==> src/rtl/interconexion_pkg.sv <==
// Shared sizing for the interconnect buffers and the control FSM.
// Also holds the decoded access type used by fifo_umbral.
package interconexion_pkg;

  localparam int DATA_WIDTH_DEF = 6;

  // Umbral widths shared with the control FSM; each equals the FIFO's pointer width.
  localparam int MF_SIZE = 3;
  localparam int VC_SIZE = 3;
  localparam int D_SIZE  = 3;

  function automatic int fifo_depth(input int addr_width);
    return 1 << addr_width;
  endfunction

  localparam int DEPTH_DEF = fifo_depth(MF_SIZE);

  typedef struct packed {
    logic wr;   // write accepted
    logic rd;   // read accepted
    logic ovf;  // write rejected because full
    logic udf;  // read rejected because empty
  } access_t;

endpackage

==> src/rtl/fifo_mem.sv <==
// DEPTH x DATA_WIDTH dual-port storage with one write port and a registered read port.
// rd_data holds its value when no read is requested.
module fifo_mem
  import interconexion_pkg::*;
#(
  parameter int DATA_WIDTH = DATA_WIDTH_DEF,
  parameter int ADDR_WIDTH = MF_SIZE
) (
  input  logic                  clk,
  input  logic                  reset,
  input  logic                  wr_en,
  input  logic [ADDR_WIDTH-1:0] wr_addr,
  input  logic [DATA_WIDTH-1:0] wr_data,
  input  logic                  rd_en,
  input  logic [ADDR_WIDTH-1:0] rd_addr,
  output logic [DATA_WIDTH-1:0] rd_data
);

  localparam int DEPTH = fifo_depth(ADDR_WIDTH);

  logic [DATA_WIDTH-1:0] mem [DEPTH];

  // NOTE: storage has no reset; the pointers and count define which words are valid.
  always_ff @(posedge clk) begin
    if (wr_en) mem[wr_addr] <= wr_data;
  end

  // A simultaneous write to rd_addr is not visible here: the read returns the old word.
  always_ff @(posedge clk) begin
    if (!reset)     rd_data <= '0;
    else if (rd_en) rd_data <= mem[rd_addr];
  end

endmodule

==> src/rtl/fifo_umbral.sv <==
// Synchronous FIFO with programmable almost-full/almost-empty thresholds
// and a one-cycle, non-sticky error pulse per overflow or underflow.
module fifo_umbral
  import interconexion_pkg::*;
#(
  parameter int DATA_WIDTH = DATA_WIDTH_DEF,
  parameter int ADDR_WIDTH = MF_SIZE
) (
  input  logic                  clk,
  input  logic                  reset,
  input  logic                  wr_en,
  input  logic [DATA_WIDTH-1:0] data_in,
  input  logic                  rd_en,
  input  logic [ADDR_WIDTH-1:0] full_umbral,
  input  logic [ADDR_WIDTH-1:0] empty_umbral,
  output logic [DATA_WIDTH-1:0] data_out,
  output logic                  valid_out,
  output logic                  full,
  output logic                  empty_sig,
  output logic                  almost_full,
  output logic                  almost_empty,
  output logic                  err_sig
);

  localparam int DEPTH = fifo_depth(ADDR_WIDTH);
  localparam logic [ADDR_WIDTH:0] DEPTH_CNT = (ADDR_WIDTH+1)'(DEPTH);

  logic [ADDR_WIDTH-1:0] wr_ptr, rd_ptr;
  logic [ADDR_WIDTH:0]   count;
  access_t               acc;

  assign full         = (count == DEPTH_CNT);
  assign empty_sig    = (count == '0);
  assign almost_full  = (count >= {1'b0, full_umbral});
  assign almost_empty = (count <= {1'b0, empty_umbral});

  // At full a paired read frees the slot the write lands in, so both proceed.
  always_comb begin
    acc     = '0;
    acc.wr  = wr_en & (~full | rd_en);
    acc.rd  = rd_en & ~empty_sig;
    acc.ovf = wr_en & full & ~rd_en;
    acc.udf = rd_en & empty_sig;
  end

  // NOTE: sequential state uses non-blocking assignments so every register samples pre-edge values.
  always_ff @(posedge clk) begin
    if (!reset) begin
      wr_ptr    <= '0;
      rd_ptr    <= '0;
      count     <= '0;
      valid_out <= 1'b0;
      err_sig   <= 1'b0;
    end else begin
      if (acc.wr) wr_ptr <= wr_ptr + 1'b1;
      if (acc.rd) rd_ptr <= rd_ptr + 1'b1;
      case ({acc.wr, acc.rd})
        2'b10:   count <= count + 1'b1;
        2'b01:   count <= count - 1'b1;
        default: count <= count;
      endcase
      valid_out <= acc.rd;
      err_sig   <= acc.ovf | acc.udf;
    end
  end

  fifo_mem #(
    .DATA_WIDTH(DATA_WIDTH),
    .ADDR_WIDTH(ADDR_WIDTH)
  ) u_mem (
    .clk    (clk),
    .reset  (reset),
    .wr_en  (acc.wr & reset),
    .wr_addr(wr_ptr),
    .wr_data(data_in),
    .rd_en  (acc.rd & reset),
    .rd_addr(rd_ptr),
    .rd_data(data_out)
  );

endmodule

==> config.mk <==
export PLATFORM = sky130hd
export DESIGN_NAME = fifo_umbral
export DESIGN_NICKNAME = d
export VERILOG_FILES = /design/src/rtl/interconexion_pkg.sv /design/src/rtl/fifo_mem.sv /design/src/rtl/fifo_umbral.sv
export SDC_FILE = /design/constraint.sdc
export NUM_CORES = 1
export LEC_CHECK = 0
export ABC_AREA = 1
export CAP_MARGIN = 20
export CORE_AREA = 2 2 76 78
export DETAILED_ROUTE_END_ITERATION = 8
export DIE_AREA = 0 0 78 80
export GPL_TIMING_DRIVEN = 0
export PLACE_DENSITY = 0.82
export SLEW_MARGIN = 20
export SYNTH_ARGS = -nofsm -noshare
export SYNTH_HDL_FRONTEND = slang
export SYNTH_HIERARCHICAL = 1
export SYNTH_SLANG_ARGS = --single-unit
==> constraint.sdc <==
create_clock -name clk -period 3.26 [get_ports clk]
set_input_delay 0.326 -clock clk [delete_from_list [all_inputs] [get_ports clk]]
set_output_delay 0.326 -clock clk [all_outputs]
set_load 0.005 [all_outputs]
==> results of run 1 <==
## worst paths after layout
check,to,from,cells past startpoint
setup / recovery,almost_full,count[0],7
hold / removal,rd_ptr[0],rd_ptr[0],1
setup reg to reg,count[2],count[1],13
hold reg to reg,rd_ptr[0],rd_ptr[0],1
## state kept, by name (all words and copies together) (netlist names)
name and cells:
u_mem/mem 48, u_mem/rd_data 6, rd_ptr 3, valid_out 1
wr_ptr 3, count 4, err_sig 1
## power groups by stage
stage / combinational [W] / clock (W) / sequential (W)
floorplan: 0.000482 / 0 / 0.00104
global placement: 0.000700 / 0 / 0.00105
detailed placement: 0.000728 / 0 / 0.00105
CTS: 0.000738 / 0.000625 / 0.00104
global route: 0.000829 / 0.000660 / 0.00105
finish: 0.000740 / 0.000616 / 0.00104
## layer usage
layer / track usage / vias up
met2: 0.3690 / 90
met3: 0.06335 / 16
met1: 0.2803 / 1107
li1: - / 1156
met5: 0 / -
met4: 0.1070 / 0
## cells in the final DEF (no fill, tap or decap), drive strengths merged
cell           synthesis  routed
nand2                 76      76
nand4                  1       1
nor4                   1       1
ha                    11      11
a32oi                  1       1
clkinvlp               0       4
xnor2                  1       1
dfxtp                 18      18
inv                   73      75
o21ai                 15      15
a21oi                 16      16
nor2                  22      22
clkbuf                 0       9
clkdlybuf4s50          0      27
nand3                 41      41
a21boi                 1       1
edfxtp                48      48
nand3b                 1       1
xor2                   2       2
clkinv                 0       1
buf                    9       9
## stage by stage
stage	instance area (µm²)	worst slack [ns]	util	hold slack, ns	std cells
2_1_floorplan	3129	1.405	-	0.4249	337
5_1_grt	3666	0.7716	0.6782	0.5385	452
3_5_place_dp	3490	0.7249	0.6456	0.4890	436
4_1_cts	3666	0.9079	0.6782	0.5077	452
6_report	3666	0.9108	0.6782	0.5083	452
3_3_place_gp	3490	0.7907	0.6456	0.4765	436
## cell families after synthesis
kind of cell	synth area share
compound gates	0.06438
flops	0.5758
simple gates	0.1987
fa+ha+maj	0.04398
xor+xnor	0.008398
buf+inv	0.1088
## final cells by class
type	count	area (µm²)	share of cell area
flip-flops and latches	66	1802	0.4915
multi-input cells	189	987.2	0.2693
inverters	73	276.5	0.07543
repair buffers	27	270.3	0.07372
clock buffers	9	123.9	0.03379
well taps	72	90.09	0.02457
plain buffers	9	63.81	0.01741
clock inverters	7	52.55	0.01433
## worst max-delay path: stages, from the launching register on
cell	delay [ns]
dfxtp_1	0.47
inv_1	0.12
ha_1	0.29
inv_1	0.03
a21boi_0	0.13
o21ai_0	0.09
nand2_1	0.06
clkdlybuf4s50_1	0.49
==> results by group, run 1 <==
Synthesis
  – Post-synth EDFFs: 48
  – Synth Flop Type: edfxtp_1
  – Most common cell in the synthesized netlist: nand2_1
  – Synth top area share: 0.4606
  – Mapped Area: 0.003129 mm²
  – FFs w/ async S/R, synth: 0
  – Cell variety after synth: 25
  – Mean Syn Cell Area: 9.286 µm²
  – Most instantiated cells after synthesis: nand2_1 (74), inv_1 (67), edfxtp_1 (48), nand3_1 (38), nor2_1 (21)
  – #FFs+latches synth: 66
  – Sequential share of the synthesized area: 0.5758
  – Ys Warns: 6
  – Top post-synthesis cells by area: edfxtp_1 (46%), dfxtp_1 (12%), nand2_1 (8.9%)
  – Net Count, Synth: 364
  – Yosys top cell by area: edfxtp_1
  – Cells after synthesis: 337

Placement
  – IO Port Bufs: 27
  – Post-DP HPWL: 4.348 mm
  – Gp weighted congestion: 0.8828

Routing
  – Routed vias/inst: 5.241
  – Total wire length: 6.434 mm
  – Residual DRC: 0
  – DR WL/cell: 14.23 µm
  – Top Metal Used: met4
  – WL met1: 2.777 mm
  – Iteration-0 DRC Markers: 203
  – Antenna-violating nets left: 0
  – Via total after detailed routing: 2369
  – Router iterations before antenna repair: 5
  – Met3 routed WL: 433 µm
  – Met2 wire length: 3.078 mm

Clock tree
  – Clock transition at path regs: 0.07 ns
  – CTS max path bufs: 2
  – # resized after CTS: 0
  – CTS Sinks: 66
  – CTS tree: done
  – CTS root buffer: clkbuf_8
  – Htree depth: 3
  – Post-CTS Hold Buffers: 0
  – Worst-skew pair later-pin latency: 0.35 ns
  – Clock buffer count from CTS: 9
  – Postcts setup bufs: 0

Cells and area
  – Area growth syn-to-layout: 17.15%
  – Ratio of cells with drive above 1 in the final layout: 0.1211
  – Number of inserted diodes: 0
  – Nets: 402
  – Fill cells: 401

STA
  – Final setup vio count: 0
  – Slew margin rel.: 0.4933
  – RSZ-0062 raised after global routing: no
  – Min Tclk post-route: 2.349 ns
  – Final setup TNS: 0 ns
  – Fin crit share: 0.7206
  – Clock Skew: 0.01087 ns
  – Final Hold Fails: 0
  – Worst Tran Pin Value: 0.7573 ns
  – Final max-slew violation count: 0
  – Max Clock Freq: 425.7 MHz

Floorplan
  – Rows: 27
  – Starting Density: 0.5789
  – IO Count: 28
  – Die W: 78 µm
  – Die Ht: 80 µm
  – Core ar.: 0.005405 mm²
  – Total die area: 0.006240 mm²

Critical path
  – CP startpoint kind: flop
  – Crit path DAT: 2.02 ns
  – FF-to-FF setup slack: 1.14 ns
  – Critical Path End Type: primary output
  – WP data required: 2.93 ns
  – Setup CP Type: reg -> out
  – Crit path max fanout: 7

Run status
  – Outcome: finished, final reports clean

GRT
  – Initial antenna violation count: 0
  – Largest net degree at the start of global routing: 14
  – Overall Global Routing Usage: 0.2264
  – Overflow after GRT: 0
  – First-pass GRT wire length: 10.36 mm
  – Vias in the first global route: 2263

Power and ir drop
  – P_leak: 1.614 nW
  – Gate power share: 0.309
  – Sw frac: 0.3457
  – Clock network fraction of total power: 0.258
  – Sequential power share: 0.433
  – Power Total: 0.002394 W
  – Peak VDD IR: 0.4004 mV
  – PD cells: 652.9 mW/mm²
  – Sw Pwr: 0.0008275 W
  – P_int: 0.001566 W

Worst hold path
  – Worst Hold Class: reg -> reg

Job
  – Max Cap Viol: 0
Power figures use the tool's default switching activity.
==> run 2, diff against run 1 <==
--- a/config.mk
+++ b/config.mk
@@ -7,11 +7,11 @@
 export LEC_CHECK = 0
 export ABC_AREA = 1
 export CAP_MARGIN = 20
-export CORE_AREA = 2 2 76 78
+export CORE_AREA = 2 2 78 80
 export DETAILED_ROUTE_END_ITERATION = 8
-export DIE_AREA = 0 0 78 80
+export DIE_AREA = 0 0 80 82
 export GPL_TIMING_DRIVEN = 0
-export PLACE_DENSITY = 0.82
+export PLACE_DENSITY = 0.79
 export SLEW_MARGIN = 20
 export SYNTH_ARGS = -nofsm -noshare
 export SYNTH_HDL_FRONTEND = slang
==> constraint.sdc (replaced) <==
create_clock -name clk -period 2.25 [get_ports clk]
set_input_delay 0.225 -clock clk [delete_from_list [all_inputs] [get_ports clk]]
set_output_delay 0.225 -clock clk [all_outputs]
set_load 0.005 [all_outputs]
==> results by group, run 2 (synthesis results as in run 1) <==
STA
  – Slew margin rel.: 0.5597
  – Final setup TNS: 0 ns
  – Final max-slew violation count: 0
  – Worst Tran Pin Value: 0.6581 ns
  – Worst Setup Slack, final: 0.1303 ns
  – Min Tclk post-route: 2.120 ns
  – RSZ-0062 raised after global routing: no
  – Fin crit share: 0.9421
  – Final setup vio count: 0
  – Max Clock Freq: 471.8 MHz
  – Final Hold Fails: 0
  – Clock Skew: 0.01097 ns

Critical path
  – RR Startpoint: count[3]
  – Crit path DAT: 1.89 ns
  – CP startpoint kind: flop
  – Critical Path End Type: primary output
  – Setup CP Type: reg -> out
  – WP data required: 2.03 ns
  – CP Launch Point: count[0]
  – Crit path max fanout: 7

GRT
  – Overall Global Routing Usage: 0.2068
  – Overflow after GRT: 0
  – Initial antenna violation count: 0
  – Vias in the first global route: 2074
  – First-pass GRT wire length: 9.915 mm
  – Largest net degree at the start of global routing: 12

Power and ir drop
  – Power Total: 0.003656 W
  – P_leak: 1.640 nW
  – Gate power share: 0.295
  – PD cells: 984.4 mW/mm²
  – Sequential power share: 0.413
  – Sw Pwr: 0.001163 W
  – P_int: 0.002493 W
  – Clock network fraction of total power: 0.292
  – Peak VDD IR: 0.5765 mV
  – Sw frac: 0.3181

Floorplan
  – Die Ht: 82 µm
  – IO Count: 28
  – Rows: 28
  – Total die area: 0.006560 mm²
  – Starting Density: 0.5446
  – Die W: 80 µm
  – Core ar.: 0.005746 mm²

Cells and area
  – Area growth syn-to-layout: 18.67%
  – Number of flip-flops in the largest register: 48
  – Ratio of cells with drive above 1 in the final layout: 0.1289
  – Biggest register: u_mem/mem
  – Number of inserted diodes: 0
  – Commonest non-fill, non-tap cell in the layout: nand2_1
  – Nets: 402
  – Commonest non-fill, non-tap cells in the layout: nand2_1 (74), inv_1 (67), edfxtp_1 (48)
  – Final core utilization: 0.6463
  – Regs by FF count: u_mem/mem: 48 flops, u_mem/rd_data: 6 flops, count: 4 flops

Routing
  – Via total after detailed routing: 2331
  – Residual DRC: 0
  – Routed vias/inst: 5.123
  – Total wire length: 6.194 mm
  – Iteration-0 DRC Markers: 221
  – Antenna-violating nets left: 0
  – DR WL/cell: 13.61 µm
  – Router iterations before antenna repair: 5

Clock tree
  – CTS root buffer: clkbuf_8
  – Htree depth: 3
  – CTS max path bufs: 2
  – Clock buffer count from CTS: 9
  – CTS Sinks: 66
  – CTS tree: done
  – Clock transition at path regs: 0.07 ns
  – Postcts setup bufs: 0
  – Worst-skew pair later-pin latency: 0.35 ns

Worst hold path
  – Worst Hold Class: in -> reg
  – Hold_sp: wr_en

Placement
  – Pre-CTS WS: -0.1904 ns
  – Gp weighted congestion: 0.8439
  – IO Port Bufs: 27
  – Post-DP HPWL: 4.346 mm

Run status
  – Outcome: finished, final reports clean

Job
  – Max Cap Viol: 0
==> run 2: stage by stage <==
stage	std cells	hold WS [ns]	area [µm²]
finish	455	0.4829	3714
CTS	455	0.4689	3704
detailed placement	439	0.4886	3493
global route	455	0.5059	3714
global placement	439	0.4804	3493
floorplan	337	0.3239	3129
==> run 2: layout make-up <==
class                   count  area, µm²
clock buffers              10      127.6
clock inverters             6      81.33
repair buffers             27      270.3
multi-input cells         189      992.2
inverters                  73      276.5
plain buffers               9      63.81
flip-flops and latches     66       1808
well taps                  75      93.84
fillers                   480       2032
==> run 2: worst paths after layout <==
path / cells after the start / slack, ns / endpoint
max: 7 / 0.13 / almost_full
min: 3 / 0.48 / err_sig
max reg2reg: 13 / 0.22 / count[2]
min reg2reg: 1 / 0.49 / count[0]
==> run 2: critical path, stage by stage, from the launching register on <==
cell             delay, ns
dfxtp_4               0.39
inv_1                 0.09
ha_1                  0.28
inv_1                 0.03
a21boi_0              0.13
o21ai_0               0.09
nand2_1               0.06
clkdlybuf4s50_1       0.49
==> run 2: per-layer routing <==
layer / part of all wire / vias to the layer above / GRT usage
met5: 0 / - / 0
met3: 0.075 / 13 / 0.05824
met1: 0.41 / 1084 / 0.2561
li1: - / 1153 / -
met2: 0.49 / 81 / 0.3467
met4: 0.019 / 0 / 0.07797
==> run 2: timing repair <==
action	CTS	global route
pin swaps	0	0
hold buffers	0	0
gates resized for setup	1	5
setup endpoints to repair	1	9
==> run 2: power groups by stage <==
stage	Clock (W)	Sequential (W)	Combinational (W)
after global placement	0	0.00152	0.00103
final	0.00107	0.00151	0.00108
after global routing	0.00113	0.00152	0.00120
after CTS	0.00108	0.00150	0.00108
after floorplan	0	0.00151	0.000699
after detailed placement	0	0.00153	0.00107
==> run 3, diff against run 2 <==
--- a/config.mk
+++ b/config.mk
@@ -12,6 +12,7 @@
 export DIE_AREA = 0 0 80 82
 export GPL_TIMING_DRIVEN = 0
 export PLACE_DENSITY = 0.79
+export REMOVE_ABC_BUFFERS = 1
 export SLEW_MARGIN = 20
 export SYNTH_ARGS = -nofsm -noshare
 export SYNTH_HDL_FRONTEND = slang
==> results by group, run 3 (synthesis results as in run 1) <==
Clock tree
  – CTS Sinks: 66
  – Clock buffer count from CTS: 9
  – Post-CTS Hold Buffers: 0
  – CTS tree: done
  – Htree depth: 3
  – CTS root buffer: clkbuf_8
  – CTS max path bufs: 2
  – Worst-skew pair later-pin latency: 0.34 ns
  – Clock transition at path regs: 0.07 ns

Cells and area
  – Final core utilization: 0.6333
  – Number of flip-flops in the largest register: 48
  – Commonest non-fill, non-tap cells in the layout: nand2_1 (74), inv_1 (67), edfxtp_1 (48)
  – Biggest register: u_mem/mem
  – Regs by FF count: u_mem/mem: 48 flops, u_mem/rd_data: 6 flops, count: 4 flops
  – Fin area: 0.003638 mm²
  – Area growth syn-to-layout: 16.27%
  – Commonest non-fill, non-tap cell in the layout: nand2_1
  – Ratio of cells with drive above 1 in the final layout: 0.1213
  – Nets: 393
  – Number of inserted diodes: 0

Routing
  – DR WL/cell: 13.67 µm
  – Router iterations before antenna repair: 4
  – Iteration-0 DRC Markers: 127
  – Total wire length: 6.099 mm
  – Antenna-violating nets left: 0
  – Routed vias/inst: 5.197
  – Residual DRC: 0
  – Via total after detailed routing: 2318

GRT
  – First-pass GRT wire length: 9.687 mm
  – Overflow after GRT: 0
  – M1 GR Usage: 0.2612
  – Global Route met2 Usage: 0.3233
  – Busiest layer in global routing: met2
  – Overall Global Routing Usage: 0.2010
  – Initial antenna violation count: 0
  – Met3 Usage GRT: 0.05385
  – Largest net degree at the start of global routing: 29
  – Vias in the first global route: 2016

Critical path
  – Crit path max-delay family: buffers and inverters
  – Setup CP Type: in -> reg
  – WP data required: 2.22 ns
  – Critical Path End Type: flop
  – FF-to-FF setup slack: 0.27 ns
  – Critical-path top delay cell: clkdlybuf4s50_1
  – Slowest cell delay on critical path: 0.79 ns
  – Critical-path cell list: clkdlybuf4s50_1 -> inv_1 -> nor2_1 -> nand2_1 -> nor2_1
  – Cell mode on critical path: nor2_1
  – Crit path max fanout: 16
  – CP startpoint kind: primary input
  – Worst path bufs/invs: 2
  – Crit path DAT: 2.16 ns

Floorplan
  – Starting Density: 0.5446
  – Die Ht: 82 µm
  – IO Count: 28
  – Rows: 28
  – Die W: 80 µm
  – Core ar.: 0.005746 mm²
  – Total die area: 0.006560 mm²

Power and ir drop
  – P_leak: 1.581 nW
  – Clock network fraction of total power: 0.272
  – Power Total: 0.003481 W
  – Sw Pwr: 0.001142 W
  – Gate power share: 0.276
  – PD cells: 956.7 mW/mm²
  – P_int: 0.002338 W
  – Sequential power share: 0.452
  – Sw frac: 0.3282
  – Peak VDD IR: 0.5356 mV

Placement
  – IO Port Bufs: 27
  – Post-DP HPWL: 4.056 mm
  – DP Area: 0.003430 mm²
  – Gp weighted congestion: 0.8673

Job
  – Max Cap Viol: 0

STA
  – Worst Tran Pin Value: 1.065 ns
  – Final setup vio count: 0
  – Final Hold Fails: 0
  – Slew margin rel.: 0.2887
  – Clock Skew: 0.007500 ns
  – Final max-slew violation count: 0
  – Fin crit share: 0.9714
  – Min Tclk post-route: 2.186 ns
  – RSZ-0062 raised after global routing: yes
  – Max Clock Freq: 457.5 MHz

Worst hold path
  – Worst Hold Class: reg -> reg

Run status
  – Outcome: finished, final reports clean
==> run 3: cell types whose count changed in the layout (fill, tap and decap cells not counted), sizes merged <==
cell,previous run,this run
buf,9,0
bufinv,2,1
clkbuf,10,11
clkinv,3,2
clkinvlp,1,2
==> run 3: power by group through the flow <==
stage | logic [W] | registers (W) | clock network, W
after floorplan | 0.000596 | 0.00154 | 0
after global placement | 0.000897 | 0.00158 | 0
after detailed placement | 0.000934 | 0.00159 | 0
after CTS | 0.000945 | 0.00156 | 0.000958
after global routing | 0.00109 | 0.00160 | 0.00101
final | 0.000961 | 0.00157 | 0.000947
==> run 3: path summary, 6_finish.rpt <==
path	to	startpoint	cells past startpoint
hold / removal	count[0]	count[0]	1
setup reg to reg	count[2]	count[0]	12
setup / recovery	u_mem/mem[3][3]	reset	5
hold reg to reg	count[0]	count[0]	1
==> run 3: worst reg2reg max path, stage by stage (launching register included) <==
cell	delay, ns
dfxtp_4	0.37
nor2_2	0.14
nand3_2	0.09
nand2_2	0.13
inv_2	0.09
ha_1	0.27
nor2_1	0.13
nor2_2	0.07
ha_1	0.18
a21oi_1	0.16
xnor2_1	0.10
o21ai_1	0.11
inv_1	0.04
==> run 3: final cells by class <==
class | count | area, µm²
inverters | 73 | 276.5
clock inverters | 5 | 55.05
multi-input cells | 189 | 1002
clock buffers | 11 | 131.4
flip-flops and latches | 66 | 1809
fillers | 468 | 2107
repair buffers | 27 | 270.3
well taps | 75 | 93.84
==> run 3: per-layer routing <==
layer,share of wire,up-vias
met5,0,-
met4,0.019,0
met3,0.073,11
met2,0.48,82
met1,0.43,1091
li1,-,1134
==> run 3: through the flow <==
stage	hold WS [ns]	setup TNS (ns)	setup WS [ns]	cells
3_5_place_dp	0.5179	-9.001	-0.2507	430
5_1_grt	0.5225	-1.860	-0.09447	446
3_3_place_gp	0.4954	-8.372	-0.2423	430
6_report	0.5016	0	0.06428	446
2_1_floorplan	0.3239	0	0.3953	328
4_1_cts	0.5003	0	0.007351	446
==> run 3: timing repair <==
item	in CTS	in global routing
resized for setup	0	13
setup endpoints to repair	0	57
endpoints found under the hold margin	0	0
setup buffers	0	0
